[config.mk]
export PLATFORM = sky130hd
export DESIGN_NAME = pkt_demux_pipe
export DESIGN_NICKNAME = d
export VERILOG_FILES = /design/src/rtl/pkt_demux_pipe_pkg.sv /design/src/rtl/pkt_demux_pipe_fifo2.sv /design/src/rtl/pkt_demux_pipe.sv
export SDC_FILE = /design/constraint.sdc
export NUM_CORES = 1
export LEC_CHECK = 0
export BUFFER_PORTS_ARGS = -buffer_cell sky130_fd_sc_hd__buf_2
export CAP_MARGIN = 20
export CORE_UTILIZATION = 45
export CTS_CLUSTER_DIAMETER = 120
export DETAILED_ROUTE_END_ITERATION = 10
export GPL_ROUTABILITY_DRIVEN = 0
export PLACE_DENSITY_LB_ADDON = 0.3
export RECOVER_POWER = 25
export SLEW_MARGIN = 20
export SYNTH_ARGS = -nofsm -noshare
export SYNTH_HDL_FRONTEND = slang
export SYNTH_SLANG_ARGS = --single-unit
[constraint.sdc]
create_clock -name CLK -period 3.6 [get_ports CLK]
set_input_delay 0.36 -clock CLK [delete_from_list [all_inputs] [get_ports CLK]]
set_output_delay 0.36 -clock CLK [all_outputs]
set_load 0.005 [all_outputs]
[src/rtl/pkt_demux_pipe_pkg.sv]
// Shared beat-format constants, FSM state type and beat-count helper for pkt_demux_pipe.
package pkt_demux_pipe_pkg;

   localparam int unsigned DATA_W_DEF = 128;
   localparam int unsigned LEN_W_DEF  = 16;
   localparam int unsigned LEN_LSB    = 0;
   localparam int unsigned DEST_BIT   = LEN_LSB + LEN_W_DEF;

   typedef enum logic {
      HDR  = 1'b0,
      BODY = 1'b1
   } state_e;

   // Beats in a packet of len bytes, 2**shift bytes per beat; len 0 counts as one beat.
   function automatic logic [31:0] beats_of(input logic [31:0] len, input int unsigned shift);
      logic [31:0] mask;
      logic [31:0] beats;
      mask  = (32'd1 << shift) - 32'd1;
      beats = len >> shift;
      if ((len & mask) != 32'd0) beats = beats + 32'd1;
      if (beats == 32'd0) beats = 32'd1;
      return beats;
   endfunction

endpackage

[src/rtl/pkt_demux_pipe_fifo2.sv]
// Two-entry FIFO with registered enqueue-ready; no bypass when full.
module fifo2 #(
   parameter int unsigned WIDTH = 8
) (
   input  logic             clk_i,
   input  logic             rst_ni,
   input  logic             enq_ena_i,
   input  logic [WIDTH-1:0] enq_data_i,
   output logic             enq_rdy_o,
   input  logic             deq_ena_i,
   output logic [WIDTH-1:0] first_o,
   output logic             deq_rdy_o
);

   logic [1:0]       count_q, count_d;
   logic [WIDTH-1:0] d0_q, d0_d;
   logic [WIDTH-1:0] d1_q, d1_d;
   logic             rdy_q;

   always_comb begin
      count_d = count_q;
      d0_d    = d0_q;
      d1_d    = d1_q;
      unique case ({enq_ena_i, deq_ena_i})
         2'b10: begin
            if (count_q == 2'd0) d0_d = enq_data_i;
            else                 d1_d = enq_data_i;
            count_d = count_q + 2'd1;
         end
         2'b01: begin
            d0_d    = d1_q;
            count_d = count_q - 2'd1;
         end
         2'b11: begin
            if (count_q == 2'd1) begin
               d0_d = enq_data_i;
            end else begin
               d0_d = d1_q;
               d1_d = enq_data_i;
            end
         end
         default: ;
      endcase
   end

   always_ff @(posedge clk_i or negedge rst_ni) begin
      if (!rst_ni) begin
         count_q <= '0;
         d0_q    <= '0;
         d1_q    <= '0;
         rdy_q   <= 1'b1;
      end else begin
         count_q <= count_d;
         d0_q    <= d0_d;
         d1_q    <= d1_d;
         rdy_q   <= (count_d != 2'd2);
      end
   end

   assign enq_rdy_o = rdy_q;
   assign first_o   = d0_q;
   assign deq_rdy_o = (count_q != 2'd0);

endmodule

[src/rtl/pkt_demux_pipe.sv]
// Whole-packet demultiplexer to two outputs, routed by the header beat's dest bit.
// Optional per-output packet counters: define PKT_DEMUX_PIPE_STATS_EN.
module pkt_demux_pipe
   import pkt_demux_pipe_pkg::*;
#(
   parameter int unsigned DATA_WIDTH = 128,
   parameter int unsigned LEN_WIDTH  = 16
) (
   input  logic                            CLK,
   input  logic                            nRST,
   input  logic                            in_enq__ENA,
   input  logic [DATA_WIDTH+LEN_WIDTH-1:0] in_enq_v,
   output logic                            in_enq__RDY,
   output logic                            out0_enq__ENA,
   output logic [DATA_WIDTH+LEN_WIDTH-1:0] out0_enq_v,
   input  logic                            out0_enq__RDY,
   output logic                            out1_enq__ENA,
   output logic [DATA_WIDTH+LEN_WIDTH-1:0] out1_enq_v,
   input  logic                            out1_enq__RDY
`ifdef PKT_DEMUX_PIPE_STATS_EN
   ,
   output logic [31:0]                     stat_pkt0,
   output logic [31:0]                     stat_pkt1
`endif
);

   localparam int unsigned W        = DATA_WIDTH + LEN_WIDTH;
   localparam int unsigned SHIFT    = $clog2(DATA_WIDTH / 8);
   localparam int unsigned CNT_W    = LEN_WIDTH - SHIFT;
   localparam int unsigned DEST_POS = LEN_LSB + LEN_WIDTH;

   logic [W-1:0]     head;
   logic             head_valid;
   logic             deq;
   logic             sel;
   logic             sel_rdy;
   logic [31:0]      len32;
   logic [31:0]      left32;
   logic [CNT_W-1:0] hdr_left;
   logic             unused_left_hi;

   state_e           state_q, state_d;
   logic             route_q, route_d;
   logic [CNT_W-1:0] left_q, left_d;

   fifo2 #(.WIDTH(W)) u_fifo (
      .clk_i      (CLK),
      .rst_ni     (nRST),
      .enq_ena_i  (in_enq__ENA),
      .enq_data_i (in_enq_v),
      .enq_rdy_o  (in_enq__RDY),
      .deq_ena_i  (deq),
      .first_o    (head),
      .deq_rdy_o  (head_valid)
   );

   // beats-1 always fits the counter even when beats itself (e.g. 4096) does not
   assign len32          = 32'(head[LEN_LSB +: LEN_WIDTH]);
   assign left32         = beats_of(len32, SHIFT) - 32'd1;
   assign hdr_left       = left32[CNT_W-1:0];
   assign unused_left_hi = ^left32[31:CNT_W];

   always_comb begin
      sel     = (state_q == HDR) ? head[DEST_POS] : route_q;
      sel_rdy = sel ? out1_enq__RDY : out0_enq__RDY;
      deq     = head_valid && sel_rdy;
      state_d = state_q;
      route_d = route_q;
      left_d  = left_q;
      unique case (state_q)
         HDR: begin
            if (head_valid) begin
               route_d = head[DEST_POS];
               left_d  = hdr_left;
               if (deq && (hdr_left != '0)) state_d = BODY;
            end
         end
         BODY: begin
            if (deq) begin
               left_d = left_q - CNT_W'(1);
               if (left_q == CNT_W'(1)) state_d = HDR;
            end
         end
         default: state_d = HDR;
      endcase
   end

   always_ff @(posedge CLK or negedge nRST) begin
      if (!nRST) begin
         state_q <= HDR;
         route_q <= 1'b0;
         left_q  <= '0;
      end else begin
         state_q <= state_d;
         route_q <= route_d;
         left_q  <= left_d;
      end
   end

   assign out0_enq__ENA = deq && !sel;
   assign out1_enq__ENA = deq && sel;
   assign out0_enq_v    = (head_valid && !sel) ? head : '0;
   assign out1_enq_v    = (head_valid && sel) ? head : '0;

`ifdef PKT_DEMUX_PIPE_STATS_EN
   logic        pkt_done;
   logic [31:0] stat0_q;
   logic [31:0] stat1_q;

   assign pkt_done = deq && (((state_q == HDR) && (hdr_left == '0)) ||
                             ((state_q == BODY) && (left_q == CNT_W'(1))));

   always_ff @(posedge CLK or negedge nRST) begin
      if (!nRST) begin
         stat0_q <= '0;
         stat1_q <= '0;
      end else if (pkt_done) begin
         if (sel) stat1_q <= stat1_q + 32'd1;
         else     stat0_q <= stat0_q + 32'd1;
      end
   end

   assign stat_pkt0 = stat0_q;
   assign stat_pkt1 = stat1_q;
`endif

endmodule

== After elaboration in Yosys (flattened, before gate mapping) ==
Cells that the tools add are included.

* Register bits after elaboration: 305
* Input bits: 149
* Output and inout port bits: 291
* Logic and storage cells: 63

* $add $sub $neg: 5
* Eq/ne operators: 11
* Muxes and demuxes: 21
* Bitwise gates (word level): 1
* Reduce and logical (&&, ||, !) cells: 18

{| class="wikitable"
|+ Operators by type and width
! operator !! count
|-
| 144-bit two-way mux || 6
|-
| 144-bit case mux with 3 select lines || 1
|-
| 144-bit case mux with 2 select lines || 1
|-
| 12-bit two-way mux || 3
|-
| 32-bit zero test || 1
|-
| 32-bit nonzero test || 1
|-
| 12-bit case mux with 2 select lines || 1
|-
| 12-bit by 1-bit subtractor with 12-bit output, second input constant || 2
|-
| 12-bit by 1-bit adder with 13-bit output, second input constant || 1
|-
| 13-bit two-way mux || 1
|-
| 12-bit by 1-bit equality test with 1-bit output, second input constant || 1
|-
| 12-bit nonzero test || 1
|-
| 2-bit inequality test, second input constant || 5
|-
| 1-bit logical AND || 6
|-
| 1-bit two-way mux || 6
|-
| 2-bit AND reduction || 3
|-
| 2-bit by 1-bit equality test with 1-bit output, second input constant || 2
|-
| 2-bit equality test, second input constant || 2
|-
| 2-bit case mux with 2 select lines || 1
|-
| 2-bit nonzero test || 2
|-
| 3-bit AND reduction || 1
|-
| 3-bit nonzero test || 1
|-
| 2-bit by 1-bit adder with 2-bit output, second input constant || 1
|-
| 2-bit zero test || 1
|-
| 5 further kinds || 5
|}

== Logic depth before layout (Yosys ltp) ==
* Depth in word-level cells: 10
* Depth in mapped cells: 15
* Mapped depth without buffers: 15

== Hierarchy ==
Synthesis repeated with hierarchy kept, for this count alone.

* Cells, all modules: 1721
* Area, all modules: 16455.8 um^2

{| class="wikitable"
|+ By module, submodules not included
! module !! instances !! cells each !! area an instance (um^2)
|-
| fifo2 || 1 || 1165 || 12749.7
|-
| pkt_demux_pipe || 1 || 556 || 3706.1
|}

== Least setup slack after synthesis ==
OpenSTA, ideal clock, no wires.

* Path kind: register to register
* Start point: reg u_fifo.d0_q[0] (netlist: u_fifo.first_o[0])
* End point: reg state_q
* Library setup time: 0.142 ns
* Data arrival time: 3.369 ns
* Data required time: 3.458 ns
* Path slack: 0.089 ns
* Cell stages (with the launch flop): 16
* Period minus slack after synthesis: 3.511 ns
* Cell sequence: dfrtp_1 > or4_1 > buf_2 > or4_4 > a32oi_4 > nand2_1 > nor3_2 > nor2_1 > ha_1 > o21ai_0 > a211oi_1 > a31oi_1 > xnor2_1 > nand4b_1 > nor4_1 > a41oi_1

* Longest elaborated chain between the ends: 10

{| class="wikitable"
|+ Ends and longest elaborated chain
! what !! RTL line !! text
|-
| start, declared || pkt_demux_pipe_fifo2.sv:16 || <nowiki>logic [WIDTH-1:0] d0_q, d0_d;</nowiki>
|-
| start signal, assigned || pkt_demux_pipe_fifo2.sv:49 || <nowiki>d0_q <= '0;</nowiki>
|-
| start signal, assigned || pkt_demux_pipe_fifo2.sv:54 || <nowiki>d0_q <= d0_d;</nowiki>
|-
| 32-bit nonzero test (*) || pkt_demux_pipe_pkg.sv:20 || <nowiki>if ((len & mask) != 32'd0) beats = beats + 32'd1;</nowiki>
|-
| 13-bit two-way mux (*) || pkt_demux_pipe_pkg.sv:20 ||
|-
| 32-bit zero test || pkt_demux_pipe_pkg.sv:21 || <nowiki>if (beats == 32'd0) beats = 32'd1;</nowiki>
|-
| 12-bit two-way mux (*) || pkt_demux_pipe_pkg.sv:21 ||
|-
| 12-bit by 1-bit subtractor with 12-bit output (*) || pkt_demux_pipe.sv:59 || <nowiki>assign left32 = beats_of(len32, SHIFT) - 32'd1;</nowiki>
|-
| 12-bit nonzero test (*) || pkt_demux_pipe.sv:75 || <nowiki>if (deq && (hdr_left != '0)) state_d = BODY;</nowiki>
|-
| 1-bit logical AND (*) || pkt_demux_pipe.sv:75 ||
|-
| 1-bit two-way mux (*) || pkt_demux_pipe.sv:75 ||
|-
| 1-bit two-way mux (*) || pkt_demux_pipe.sv:72 || <nowiki>if (head_valid) begin</nowiki>
|-
| 1-bit case mux with 2 select lines (*) || pkt_demux_pipe.sv:70 || <nowiki>unique case (state_q)</nowiki>
|-
| net state_d || pkt_demux_pipe.sv:42 || <nowiki>state_e state_q, state_d;</nowiki>
|-
| end signal, assigned || pkt_demux_pipe.sv:94 || <nowiki>state_q <= state_d;</nowiki>
|-
| end, declared || pkt_demux_pipe.sv:42 ||
|}

The timed path passes the listed nets; every way through them passes the cells marked *.
A chain may end at the register's enable or synchronous reset.

== Final worst setup path ==
Ends and elaborated chain as after synthesis.

==> impl_metrics.ini <==
[run_status]
status = finished with violations
violations = max-capacitance violations, max-slew violations

[global_route]
grt_max_degree = 148
grt_use_total = 0.234
antenna_found_initial = 10
grt_first_pass_wirelength_um = 66800
use_met2 = 0.387
busiest_layer = met2
grt_pass1_vias = 12471
met3_usage = 0.0408
grt_overflow = 0
met1_usage = 0.306

[timing]
tns_ps = 0
hold_violations = 0
drv_slew = 82
period_needed_ps = 3380
hold_slack_ps = 104
period_share = 0.940
rsz0062_at_grt = false
skew_ps = 15.5
setup_viol = 0
fmax_mhz = 296
max_slew_margin = -0.418
worst_pin_slew_ps = 2130

[floorplan]
die_h_um = 187
start_util = 0.457
rows = 67
dieArea_mm2 = 0.0348
die_w_um = 187
io_pins = 440
fp.coreArea_mm2 = 0.0335

[placement]
hpwl_um = 27400
io_buffers = 439
place_inst = 2308

[critical_path]
critPathMaxFanout = 5
crit_slowest_cell = or4_4
cp_top_family = simple AND/OR/NAND/NOR gates
critPathLaunchType = register
crit_chain = or4_4 -> or4_4 -> a32oi_4 -> nand2_1 -> nor3_2 -> nor2_1 -> ha_2 -> o21ai_0 -> a211oi_1 -> a31oi_1 -> xnor2_1 -> nand4b_1 -> nor4_2 -> a41oi_1
required_ps = 3970
worst_setup_path_end_kind = register
critical_path_class = reg2reg
path_common_cell = or4_4
critical_path_buf_inv_count = 0
slowest_delay_ps = 560
timing.critical_path.arrival_ps = 3750

[synthesis]
syn-mean-instance-area_um2 = 10.1
ys_ff_latch = 305
synthFlopType = dfrtp_1
synth-edff-count = 0
ys_async_sr_fraction = 1.00
seq_area_frac_synth = 0.498
syn_nets = 1678
ys_types = 58
synthesis.instances = 1520
ys_warn_count = 0
syn-cell-area_mm2 = 0.0153

[detailed_routing]
postRouteAntennaNets = 0
dr.pass1.iters = 5
via_per_inst = 5.47
wl_per_cell_um = 17.6
drc_errors = 0
initialDrtViolationCount = 862
vias = 13011
finalWirelength_um = 41900

[cts]
cts_sinks = 305
cts_tree = done
clockBufferDepth = 3
cts-buffers-inserted = 34
post_cts_buffers = 0
cts_max_level = 2
clk_pin_slew_ps = 60
cts_root_buffer = clkbuf_16
clock_latency_ps = 500

[finish]
drive_above_1_share = 0.363
post-route-util = 0.573
instances_no_fill = 2378
area_growth_pct = 25.3
fillers = 2955
nets = 2055
final_cell_mix = 438 x buf_2, 304 x dfrtp_1, 160 x a21oi_1, 159 x nor2_1, 147 x and3_1
mostFrequentLayoutCell = buf_2
ff_latch_area_mm2 = 0.00763
multiInputGateArea_mm2 = 0.00719

[power]
max-vdd-ir-drop_mv = 1.87
power_frac_comb = 0.487
seqPwrFrac = 0.332
switching_share = 0.396
powerDensity_mw_per_mm2 = 1020
p_leak_nw = 9.53
internal_power_mw = 11.9
clkPwrFrac = 0.181
power.switching_mw = 7.79
p_total_mw = 19.6

[hold_path]
min_path_type = in2reg

[flow_run]
cap_violations = 1
what timing repair did:
item	in CTS	in global routing
hold endpoints to repair	77	0
resized for setup	0	4
setup endpoints to repair	0	2
hold buffers	1	0
synthesized netlist by cell type (all sizes together) (5+ instances only):
library cell,n,area [um2]
a211oi,5,37.5
a21oi,162,815
a22oi,145,1090
and2,143,896
and3,148,927
clkbuf,136,510
dfrtp,304,7610
ha,9,113
inv,11,41.3
mux2,146,1640
mux2i,12,120
nand2,24,90.1
nand3,7,35.0
nor2,160,601
nor3,16,85.1
nor4,5,37.5
o21ai,16,80.1
xnor2,18,158
xor2,7,61.3
state kept, by name, indices dropped and copies added, names as in the netlist:
name,count
left_q,12
route_q,1
state_q,1
u_fifo.count_q,2
u_fifo.d1_q,144
u_fifo.enq_rdy_o,1
u_fifo.first_o,144
stage by stage:
step / instance area [um2] / worst slack (ps)
global route: 19200 / 5.33
CTS: 19200 / 36.7
detailed placement: 18000 / 55.0
floorplan: 15300 / 88.7
finish: 19200 / 217
global placement: 18000 / 91.9
path summary, 6_finish.rpt:
check / from / to / slack (ps) / depth (start not counted)
worst max-delay path: u_fifo.first_o[0] / state_q / 220 / 14
worst min-delay path: in_enq_v[46] / u_fifo.d1_q[46] / 100 / 2
worst max register to register: u_fifo.first_o[0] / state_q / 220 / 14
worst min register to register: u_fifo.d1_q[129] / u_fifo.d1_q[129] / 500 / 1
max in group asynchronous: nRST / u_fifo.d1_q[72] / 580 / 3
min in group asynchronous: nRST / u_fifo.d1_q[135] / 1010 / 2
final cells by class:
cell class                 count  area share
tap                          448      0.0292
sequential                   305       0.397
timing repair buffer         481       0.135
clock buffer                  50      0.0533
multi-input combinational   1063       0.374
inverter                      12     0.00241
antenna                        8     0.00104
clock inverter                11     0.00703
routing by layer:
metal / share of wire / vias to the layer above
li1: - / 6139
met1: 0.42 / 6397
met2: 0.50 / 391
met3: 0.052 / 84
met4: 0.029 / 0
met5: 0 / -
cells by family (layout without fill, tap and decap cells):
family                     count (synthesis)  after routing  share of synthesized area
xor gates and xnor gates                  25             25                     0.0143
AOI/OAI and AO/OA                        349            349                      0.144
buffers and inverters                    152            554                     0.0376
muxes                                    158            158                      0.115
other                                      0              8                          0
adders and majority gates                  9              9                    0.00735
and+or+nand+nor                          522            522                      0.183
DFF                                      305            305                      0.498
power groups by stage:
stage | Combinational, mW | Clock (mW) | Sequential, mW
finish | 9.56 | 3.56 | 6.51
global route | 10.6 | 3.80 | 6.74
CTS | 9.59 | 3.65 | 6.50
detailed placement | 9.54 | 0 | 6.53
global placement | 9.28 | 0 | 6.44
floorplan | 6.57 | 0 | 6.02
Note: power is estimated with default switching activity, not from simulation.
